File: config.mk
export PLATFORM = sky130hd
export DESIGN_NAME = boot_loader
export DESIGN_NICKNAME = d
export VERILOG_FILES = /design/src/rtl/boot_loader.sv
export SDC_FILE = /design/constraint.sdc
export NUM_CORES = 1
export LEC_CHECK = 0
export BUFFER_PORTS_ARGS = -buffer_cell sky130_fd_sc_hd__buf_2
export CORE_UTILIZATION = 56
export CTS_BUF_LIST = sky130_fd_sc_hd__clkbuf_2 sky130_fd_sc_hd__clkbuf_4 sky130_fd_sc_hd__clkbuf_8
export CTS_CLUSTER_SIZE = 24
export DETAILED_ROUTE_END_ITERATION = 12
export GPL_TIMING_DRIVEN = 0
export PLACE_DENSITY_LB_ADDON = 0.15
export SLEW_MARGIN = 20
export SYNTH_ARGS = -nofsm -noshare
export SYNTH_HDL_FRONTEND = slang
export SYNTH_SLANG_ARGS = --single-unit
File: constraint.sdc
create_clock -name clk -period 2.89 [get_ports clk]
set_input_delay 0 -clock clk [delete_from_list [all_inputs] [get_ports clk]]
set_output_delay 0 -clock clk [all_outputs]
set_load 0.02 [all_outputs]
File: src/rtl/boot_loader.sv
// Serial boot loader: sync 0xA5, word count, big-endian words, 8-bit additive checksum into instruction RAM.
// One RAM write cycle per word (rx_ready low then, source holds); once loaded, the CPU owns the RAM port combinationally.
module boot_loader #(
    parameter int addr_width = 8,
    parameter int data_width = 16
) (
    input  logic                  clk,
    input  logic                  rst,
    input  logic [7:0]            rx_data,
    input  logic                  rx_valid,
    output logic                  rx_ready,
    input  logic [addr_width-1:0] cpu_w_addr,
    input  logic [data_width-1:0] cpu_din,
    input  logic                  cpu_w_en,
    output logic [addr_width-1:0] ram_w_addr,
    output logic [data_width-1:0] ram_din,
    output logic                  ram_w_en,
    output logic                  cpu_hold,
    output logic                  load_done,
    output logic                  load_err
);

    typedef enum logic [2:0] {SYNC, LEN, HI, LO, WRITE, CSUM, DONE} state_t;

    state_t                state, state_nxt;
    logic [7:0]            n_words;
    logic [7:0]            csum;
    logic [addr_width-1:0] word_addr;
    logic [data_width-1:0] word;
    logic                  accept;
    logic                  last_word;

    assign accept = rx_valid & rx_ready;

    // 8-bit wrap turns a count of 0 into last index 255, i.e. 256 words
    assign last_word = (word_addr == addr_width'(n_words - 8'd1));

    always_ff @(posedge clk) begin
        if (rst) begin
            state <= SYNC;
        end else begin
            state <= state_nxt;
        end
    end

    always_comb begin
        state_nxt  = state;
        rx_ready   = 1'b1;
        ram_w_en   = 1'b0;
        ram_w_addr = word_addr;
        ram_din    = word;
        case (state)
            SYNC, DONE: begin
                if (accept && rx_data == 8'hA5) begin
                    state_nxt = LEN;
                end
                if (state == DONE) begin
                    ram_w_en   = cpu_w_en;
                    ram_w_addr = cpu_w_addr;
                    ram_din    = cpu_din;
                end
            end
            LEN: if (accept) state_nxt = HI;
            HI:  if (accept) state_nxt = LO;
            LO:  if (accept) state_nxt = WRITE;
            WRITE: begin
                rx_ready  = 1'b0;
                ram_w_en  = 1'b1;
                state_nxt = last_word ? CSUM : HI;
            end
            CSUM: begin
                if (accept) begin
                    state_nxt = (rx_data == csum) ? DONE : SYNC;
                end
            end
            default: state_nxt = SYNC;
        endcase
    end

    always_ff @(posedge clk) begin
        if (rst) begin
            n_words   <= '0;
            csum      <= '0;
            word_addr <= '0;
            word      <= '0;
            cpu_hold  <= 1'b1;
            load_done <= 1'b0;
            load_err  <= 1'b0;
        end else begin
            case (state)
                SYNC, DONE: begin
                    if (accept && rx_data == 8'hA5) begin
                        cpu_hold  <= 1'b1;
                        load_done <= 1'b0;
                        load_err  <= 1'b0;
                    end
                end
                LEN: begin
                    if (accept) begin
                        n_words   <= rx_data;
                        word_addr <= '0;
                        csum      <= '0;
                    end
                end
                HI: begin
                    if (accept) begin
                        word[15:8] <= rx_data;
                        csum       <= csum + rx_data;
                    end
                end
                LO: begin
                    if (accept) begin
                        word[7:0] <= rx_data;
                        csum      <= csum + rx_data;
                    end
                end
                WRITE: begin
                    if (!last_word) begin
                        word_addr <= word_addr + 1'b1;
                    end
                end
                CSUM: begin
                    if (accept) begin
                        if (rx_data == csum) begin
                            load_done <= 1'b1;
                            cpu_hold  <= 1'b0;
                        end else begin
                            load_err <= 1'b1;
                        end
                    end
                end
                default: ;
            endcase
        end
    end

endmodule

### Yosys cells after proc, flatten, opt, wreduce, memory -nomap -nowiden

Cells that the tools add are included.

* output and inout port bits: 29
* logic and storage cells: 77
* bits in registers: 46
* input bits: 36

* reductions and logical operators: 15
* eq/ne operators: 18
* bitwise gates (word level): 1
* add/subtract/negate cells: 3
* multiplexer cells: 31

Operators by type and width (count)
* $mux W8: 5
* $mux W16: 2
* $pmux W8 S2: 2
* $mux W3: 7
* $pmux W3 S6: 1
* $eq A8 B8 Y1: 2
* $ne A2 B2 Y1 const B: 8
* $mux W1: 10
* $eq A3 B3 Y1 const B: 3
* $add A8 B1 Y8 const B: 1
* $add A8 B8 Y8: 1
* $eq A8 B8 Y1 const B: 1
* $pmux W1 S2: 4
* $reduce_and A4 Y1: 2
* $sub A8 B1 Y8 const B: 1
* $eq A3 B2 Y1 const B: 2
* $reduce_and A2 Y1: 3
* $reduce_and A3 Y1: 2
* $reduce_bool A2 Y1: 3
* $reduce_and A5 Y1: 1
* $reduce_or A2 Y1: 2
* $eq A3 B1 Y1 const B: 1
* $logic_not A3 Y1: 1
* $ne A2 B1 Y1 const B: 1
* other kinds (2): 2

### Logic depth before layout (Yosys ltp)

Gate-level depths: netlist of run 1.

* depth after elaboration: 6
* mapped depth: 10

### Worst setup path before layout of run 1

No wires, ideal clock.

* kind: register to register
* start point: register n_words[0]
* end point: register word_addr[0]
* buffers on the path: 2
* required time: 2769 ps
* setup time: 121 ps
* arrival time: 1969 ps
* cell stages (with the launch flop): 11
* path slack: 801 ps
* clock period less this slack: 2089 ps
* path through: dfxtp_1 inv_1 ha_1 clkbuf_2 nand2b_1 a21oi_1 a31oi_1 o2111a_1 clkbuf_8 a21oi_2 mux2_2

* longest elaborated chain between the ends: 4

Ends and longest elaborated chain
* start, declared: RTL line 26 `logic [7:0] n_words;`
* start signal, assigned: RTL line 100 `n_words <= rx_data;`
* $sub A8 B1 Y8: RTL line 36 `assign last_word = (word_addr == addr_width'(n_words - 8'd1));`
* $eq A8 B8 Y1: RTL line 36
* $ne A2 B2 Y1 (no line)
* $reduce_and A3 Y1 (no line)
* end signal, assigned: RTL line 119 `word_addr <= word_addr + 1'b1;`
* end, declared: RTL line 28 `logic [addr_width-1:0] word_addr;`

No other way between the ends.
A chain may end at the register's enable or synchronous reset.

### Worst setup path after layout of run 1

* start point: register state[0]
* end point: output port ram_din[14]

* longest elaborated chain between the ends: 3
* elaborated cells between the ends (all ways): 5

Ends and longest elaborated chain
* start, declared: RTL line 25 `state_t state, state_nxt;`
* start signal, assigned: RTL line 42 `state <= state_nxt;`
* $eq A3 B3 Y1 / $logic_not A3 Y1 (equally long branches): RTL line 52, 57
* $mux W16 / $reduce_or A2 Y1 (equally long branches): RTL line 57, 52
* $mux W16 *: RTL line 52 `case (state)`
* end, declared: RTL line 16 `output logic [data_width-1:0] ram_din,`

Every way passes the cells marked *; elsewhere a longest branch is shown, timed or not.

==> impl_metrics.json, run 1 <==
{
  "status": "complete, no violations",
  "coreArea_um2": 4848,
  "hpwl_um": 5417,
  "synth_nets": 399,
  "drive_above_1_share": 0.2674,
  "p_leak_nw": 1.463,
  "syn_inst": 353,
  "design_power_total_mw": 1.645,
  "syn_avg_cell_area_um2": 8.195,
  "grt_usage": 0.2829,
  "worst-setup-path-type": "flop to primary output",
  "gp_congestion": 0.9327,
  "synth_area_leaders": "dfxtp_1, mux2_2, nand2_1",
  "yosysTopAreaCellShare": 0.3183,
  "area_growth_pct": 19.12,
  "ys_warn_count": 0,
  "drv_cap": 0,
  "initial_core_util": 0.5966,
  "end_kind": "primary output",
  "synth_area_um2": 2893,
  "antenna_left": 0,
  "antenna_cells": 0,
  "grt_pass1_wl_um": 12050,
  "drv_slew": 0,
  "ys_ff_latch": 46,
  "cts_buffer_depth": 2,
  "p_per_area_nw_per_um2": 477.3,
  "die-area_um2": 5457,
  "dr_total_vias": 2776,
  "htree_levels": 2,
  "instances_no_fill": 497,
  "ys_seq_area_frac": 0.3183,
  "nets": 475,
  "cts.sinks": 46,
  "num_rows": 25,
  "hp-start": "rx_data[4]",
  "grt_max_degree": 17,
  "vdd_drop_max_mv": 0.3673,
  "synth_edf_count": 0,
  "cp.required_ns": 2.89,
  "io_buffers": 63,
  "dr.pass1.iters": 4,
  "worst_ep_arrival_time_ns": 2.46,
  "critPathLaunchType": "flop",
  "wl_per_cell_um": 14.54,
  "grt_pass1_vias": 2678,
  "ios": 65,
  "slew-limit-headroom": 0.4874,
  "rsz0062_at_grt": "false",
  "die_h_um": 73.87,
  "cts_buffers": 5,
  "max_freq_ghz": 0.4062,
  "fillers": 405,
  "ys.flop_type": "dfxtp_1",
  "viasPerCell": 5.586,
  "finClkSkew_ns": 0.009545,
  "clkTransAtPathRegs_ns": 0.10,
  "tns_ns": 0,
  "antenna_found_initial": 0,
  "r2r-start": "n_words[0]$_SDFFE_PP0P_",
  "die-width_um": 73.87,
  "synth_area_leader_cell": "dfxtp_1",
  "final-hold-violation-count": 0,
  "gr-total-overflow": 0,
  "drtIter0Drc": 170,
  "drc": 0,
  "crit_fanout": 10,
  "synthDistinctLibCells": 58,
  "layout_min_cycle_time_ns": 2.462,
  "crit_start": "state[0]$_SDFFE_PP0P_",
  "post-route-period-util": 0.8518,
  "post-place-cells": 483,
  "cts_root_buffer": "clkbuf_8",
  "hold_class": "primary input to flop",
  "final_util": 0.7107,
  "cts_tree": "done",
  "setup_viol": 0,
  "tightest_slew_ns": 0.7655,
  "clock_latency_ns": 0.30,
  "route.final.wire_length_um": 7226,
  "async_reset_ff_frac": 0
}
==> worst max-delay path, stage by stage, from the launching register on <==
cell	delay, ns
dfxtp_1	0.32
clkbuf_1	0.29
nand3b_1	0.44
clkbuf_1	0.54
mux2_2	0.42
buf_2	0.16
==> layout by cell type, fill, tap and decap left out, types with 3 or more instances in the layout <==
master,synthesis,final
nor2_1,20,20
nand2_1,73,73
mux2_2,25,25
ha_1,9,9
dfxtp_1,46,46
a31oi_1,3,3
a22oi_1,5,5
nand3_1,5,5
or3_1,6,6
inv_1,13,13
dlygate4sd3_1,0,6
xor2_1,4,4
nand3b_1,3,3
xnor2_1,10,10
o21ai_0,7,7
mux2i_1,7,7
o21a_1,3,3
nor3_1,7,7
clkbuf_8,2,7
clkbuf_1,11,11
nor2b_1,5,5
nand2b_1,4,4
buf_2,3,66
a21oi_1,35,35
==> cell families (layout without fill, tap and decap cells) <==
kind of cell / count (synthesis) / in the layout / share of synthesized area
muxes: 32 / 32 / 0.1215
DFF: 46 / 46 / 0.3183
buffers and inverters: 33 / 110 / 0.05320
xor gates and xnor gates: 15 / 15 / 0.04801
and+or+nand+nor: 140 / 140 / 0.2314
AOI/OAI and AO/OA: 77 / 77 / 0.1817
adders and majority gates: 10 / 10 / 0.04585
==> final cells by class <==
cell class	instances	area (um^2)	share of cell area
plain buffers	19	101.3	0.02941
clock buffers	5	68.82	0.01997
clock inverters	3	25.02	0.007262
inverters	14	52.55	0.01525
multi-input cells	274	1818	0.5276
flip-flops and latches	46	920.9	0.2672
well taps	67	83.83	0.02433
repair buffers	69	375.4	0.1089
==> Yosys cell counts (all sizes together) (5+ instances only) <==
cell type / count
o21ai: 7
nor2: 20
ha: 9
or3: 7
nand2: 73
a22oi: 5
nor2b: 5
nand3: 5
dfxtp: 46
clkbuf: 16
nor3: 7
mux2: 25
inv: 13
a21oi: 36
xnor2: 10
mux2i: 7
xor2: 5
==> state kept, by name, summed over array words and instances, names as in the netlist <==
signal     count
cpu_hold       1
csum           8
load_done      1
load_err       1
n_words        8
state          3
word          16
word_addr      8
==> stage by stage <==
| stage | hold slack, ns | setup slack [ns] | instance area [um^2] |
|---|---|---|---|
| after floorplan | 0.1353 | 0.8005 | 2893 |
| after global placement | 0.2907 | 0.6378 | 3292 |
| after detailed placement | 0.2967 | 0.6266 | 3292 |
| after CTS | 0.01119 | 0.4547 | 3446 |
| after global routing | 0.01003 | 0.3122 | 3446 |
| final | 0.01458 | 0.4282 | 3446 |
==> report_power, final <==
group          total (mW)  switching [mW]  internal, mW  leakage, nW
combinational       0.532           0.321         0.211         1.05
clock               0.412           0.237         0.175       0.0447
sequential          0.701          0.0304         0.670        0.371
==> routing by layer <==
| layer | part of all wire | global-route usage | vias to the layer above |
|---|---|---|---|
| met3 | 0.044 | 0.04801 | 5 |
| met2 | 0.49 | 0.4934 | 69 |
| li1 | - | - | 1383 |
| met4 | 0.0055 | 0.06624 | 0 |
| met5 | 0 | 0 | - |
| met1 | 0.46 | 0.3623 | 1319 |
==> worst paths after layout <==
kind | slack (ns) | cells past startpoint | endpoint
worst min-delay path | 0.01 | 3 | n_words[4]$_SDFFE_PP0P_
worst max-delay path | 0.43 | 5 | ram_din[14]
worst min register to register | 0.46 | 2 | word[6]$_SDFFE_PP0P_
worst max register to register | 0.60 | 9 | word_addr[0]$_SDFFE_PP0P_
==> repair_timing <==
action / 4_1_cts / 5_1_grt
gates resized for setup: 0 / 0
hold buffers: 6 / 0
buffers inserted: 0 / 0
endpoints found under the hold margin: 12 / 0
No activity file was read; power rests on OpenSTA's default activity.
==> run 2: changes to the inputs <==
--- a/config.mk
+++ b/config.mk
@@ -5,6 +5,7 @@
 export SDC_FILE = /design/constraint.sdc
 export NUM_CORES = 1
 export LEC_CHECK = 0
+export ABC_AREA = 1
 export BUFFER_PORTS_ARGS = -buffer_cell sky130_fd_sc_hd__buf_2
 export CORE_UTILIZATION = 56
 export CTS_BUF_LIST = sky130_fd_sc_hd__clkbuf_2 sky130_fd_sc_hd__clkbuf_4 sky130_fd_sc_hd__clkbuf_8
==> impl_metrics.json, run 2 <==
{
  "status": "complete, no violations",
  "design_power_total_mw": 1.659,
  "crit_chain": "inv_2, ha_1, nand2_1, inv_1, nor2_1, nand2_1, nor2_1, nand3_1, nor2_4, nand4_2, nand3_1, a21oi_1",
  "yosys.cell_count.top_type": "nand2_1",
  "rsz0062_at_grt": "false",
  "synth_edf_count": 0,
  "antenna_found_initial": 0,
  "dr.pass1.iters": 4,
  "slew-limit-headroom": 0.6539,
  "intPower_mw": 1.048,
  "die_h_um": 73.50,
  "power_frac_comb": 0.331,
  "ys_warn_count": 0,
  "fin_area_um2": 3357,
  "cts_buffer_depth": 2,
  "r2r-end": "word_addr[3]$_SDFFE_PP0P_",
  "syn_inst": 451,
  "reg2regPathDepth": 12,
  "gp_congestion": 0.8994,
  "critPathLaunchType": "flop",
  "nets": 567,
  "drv_slew": 0,
  "tns_ns": 0,
  "layout_min_cycle_time_ns": 1.933,
  "drive_above_1_share": 0.1973,
  "crit_start": "n_words[0]$_SDFFE_PP0P_",
  "route.final.wire_length_um": 6983,
  "drtIter0Drc": 246,
  "post_cts_resized": 0,
  "ys_ff_latch": 46,
  "p_per_area_nw_per_um2": 494.3,
  "pre_cts_slack_ns": 1.018,
  "cts_setup_buffers": 0,
  "viasPerCell": 5.180,
  "fillers": 460,
  "seqPwrFrac": 0.423,
  "final_cell_mix": "nand2_1, buf_2, dfxtp_1, a21oi_1, nor2_1",
  "wl_per_cell_um": 11.86,
  "cp.required_ns": 3.06,
  "synthDistinctLibCells": 34,
  "final-hold-violation-count": 0,
  "p_sw_frac": 0.3683,
  "grt_usage": 0.2757,
  "yosysTopAreaCellShare": 0.3217,
  "final_common_cell": "nand2_1",
  "post-route-period-util": 0.6689,
  "vdd_drop_max_mv": 0.3615,
  "synth_common_cells": "nand2_1, dfxtp_1, a21oi_1",
  "cts_root_buffer": "clkbuf_8",
  "die-width_um": 73.50,
  "antenna_cells": 0,
  "antenna_left": 0,
  "max_stage_delay_ns": 0.35,
  "synth_area_leader_cell": "dfxtp_1",
  "hp-start": "rx_data[5]",
  "synth_nets": 497,
  "hold_class": "primary input to flop",
  "hold_end": "n_words[5]$_SDFFE_PP0P_",
  "final_util": 0.6969,
  "area_growth_pct": 17.26,
  "r2r-start": "n_words[0]$_SDFFE_PP0P_",
  "top_register": "word",
  "end_kind": "flop",
  "finClkSkew_ns": 0.005914,
  "clkTransAtPathRegs_ns": 0.08,
  "ys_seq_area_frac": 0.3217,
  "place_area_um2": 3262,
  "max_freq_ghz": 0.5173,
  "drc": 0,
  "hpwl_um": 5387,
  "cts_buffers": 5,
  "worst_ep_arrival_time_ns": 2.10,
  "r2r_slack_ns": 0.96,
  "synth_area_leaders": "dfxtp_1, nand2_1, a21oi_1",
  "dr_total_vias": 3051,
  "clock_latency_ns": 0.30,
  "grt_pass1_vias": 2661,
  "setup_viol": 0,
  "largest_reg_flops": 16,
  "cpMaxStageDelayCell": "dfxtp_1",
  "p_clk_frac": 0.246,
  "gr-total-overflow": 0,
  "ios": 65,
  "io_buffers": 63,
  "ctsHoldBuffers": 0,
  "drv_cap": 0,
  "async_reset_ff_frac": 0,
  "p_leak_nw": 1.671,
  "cts.sinks": 46,
  "cts_tree": "done",
  "synth_area_um2": 2863,
  "ys.flop_type": "dfxtp_1",
  "htree_levels": 2,
  "grt_max_degree": 15,
  "tightest_slew_ns": 0.5191,
  "coreArea_um2": 4817,
  "grt_pass1_wl_um": 11510,
  "whs_path_depth": 3,
  "switching_power_uw": 611.1,
  "worst-setup-path-type": "flop to flop",
  "num_rows": 25,
  "initial_core_util": 0.5943,
  "fin_ws_ns": 0.9568,
  "die-area_um2": 5402,
  "crit_fanout": 7,
  "syn_avg_cell_area_um2": 6.348
}
-- run 2: area by class of cell --
cell class	count	area, um^2	share of cell area
Tap cell	67	83.83	0.02497
Clock buffer	6	82.58	0.02460
Multi-Input combinational cell	343	1698	0.5058
Inverter	46	172.7	0.05144
Buffer	16	71.32	0.02124
Clock inverter	2	12.51	0.003727
Timing Repair Buffer	63	315.3	0.09392
Sequential cell	46	920.9	0.2743
-- run 2: power groups by stage --
stage / registers (mW) / logic (mW) / clock network [mW]
finish: 0.702 / 0.549 / 0.408
global route: 0.707 / 0.620 / 0.443
CTS: 0.702 / 0.546 / 0.421
detailed placement: 0.717 / 0.543 / 0
global placement: 0.715 / 0.532 / 0
floorplan: 0.710 / 0.433 / 0
-- run 2: worst max-delay path by stage --
| stage | to | slack (ns) | cells past startpoint |
|---|---|---|---|
| after CTS | word_addr[3]$_SDFFE_PP0P_ | 0.98 | 12 |
| after floorplan | state[1]$_SDFFE_PP0P_ | 1.22 | 14 |
| after detailed placement | state[1]$_SDFFE_PP0P_ | 1.02 | 14 |
| after global routing | state[2]$_SDFFE_PP0P_ | 0.78 | 13 |
| final | word_addr[3]$_SDFFE_PP0P_ | 0.96 | 12 |
| after global placement | state[0]$_SDFFE_PP0P_ | 1.03 | 13 |
-- run 2: routing by layer --
layer / share of wire / routed length, um / track usage / vias to the layer above
met4: 0.012 / 85 / 0.08761 / 0
met5: 0 / 0 / 0 / -
met1: 0.44 / 3043 / 0.3282 / 1375
met2: 0.50 / 3476 / 0.5025 / 85
met3: 0.054 / 377 / 0.04390 / 8
li1: - / - / - / 1583
-- run 2: cell families after synthesis --
family | share of synthesized area
xor+xnor | 0.03628
compound gates | 0.1455
flops | 0.3217
fa+ha+maj | 0.04633
buf+inv | 0.08523
simple gates | 0.3650
-- run 2: per-stage QoR --
| stage | instances | hold WS (ns) |
|---|---|---|
| after floorplan | 451 | 0.1648 |
| after global placement | 581 | 0.3012 |
| after detailed placement | 581 | 0.3061 |
| after CTS | 589 | 0.02605 |
| after global routing | 589 | 0.03391 |
| final | 589 | 0.04165 |
-- run 2: critical path: cells and delay by family, from the launching register on --
family	cells	cell delay, ns
AO/OA/AOI/OAI	1	0.08
adder cells (fa/ha/maj)	1	0.32
buffers and inverters	2	0.10
flip-flops	1	0.35
AND/OR/NAND/NOR	8	0.95
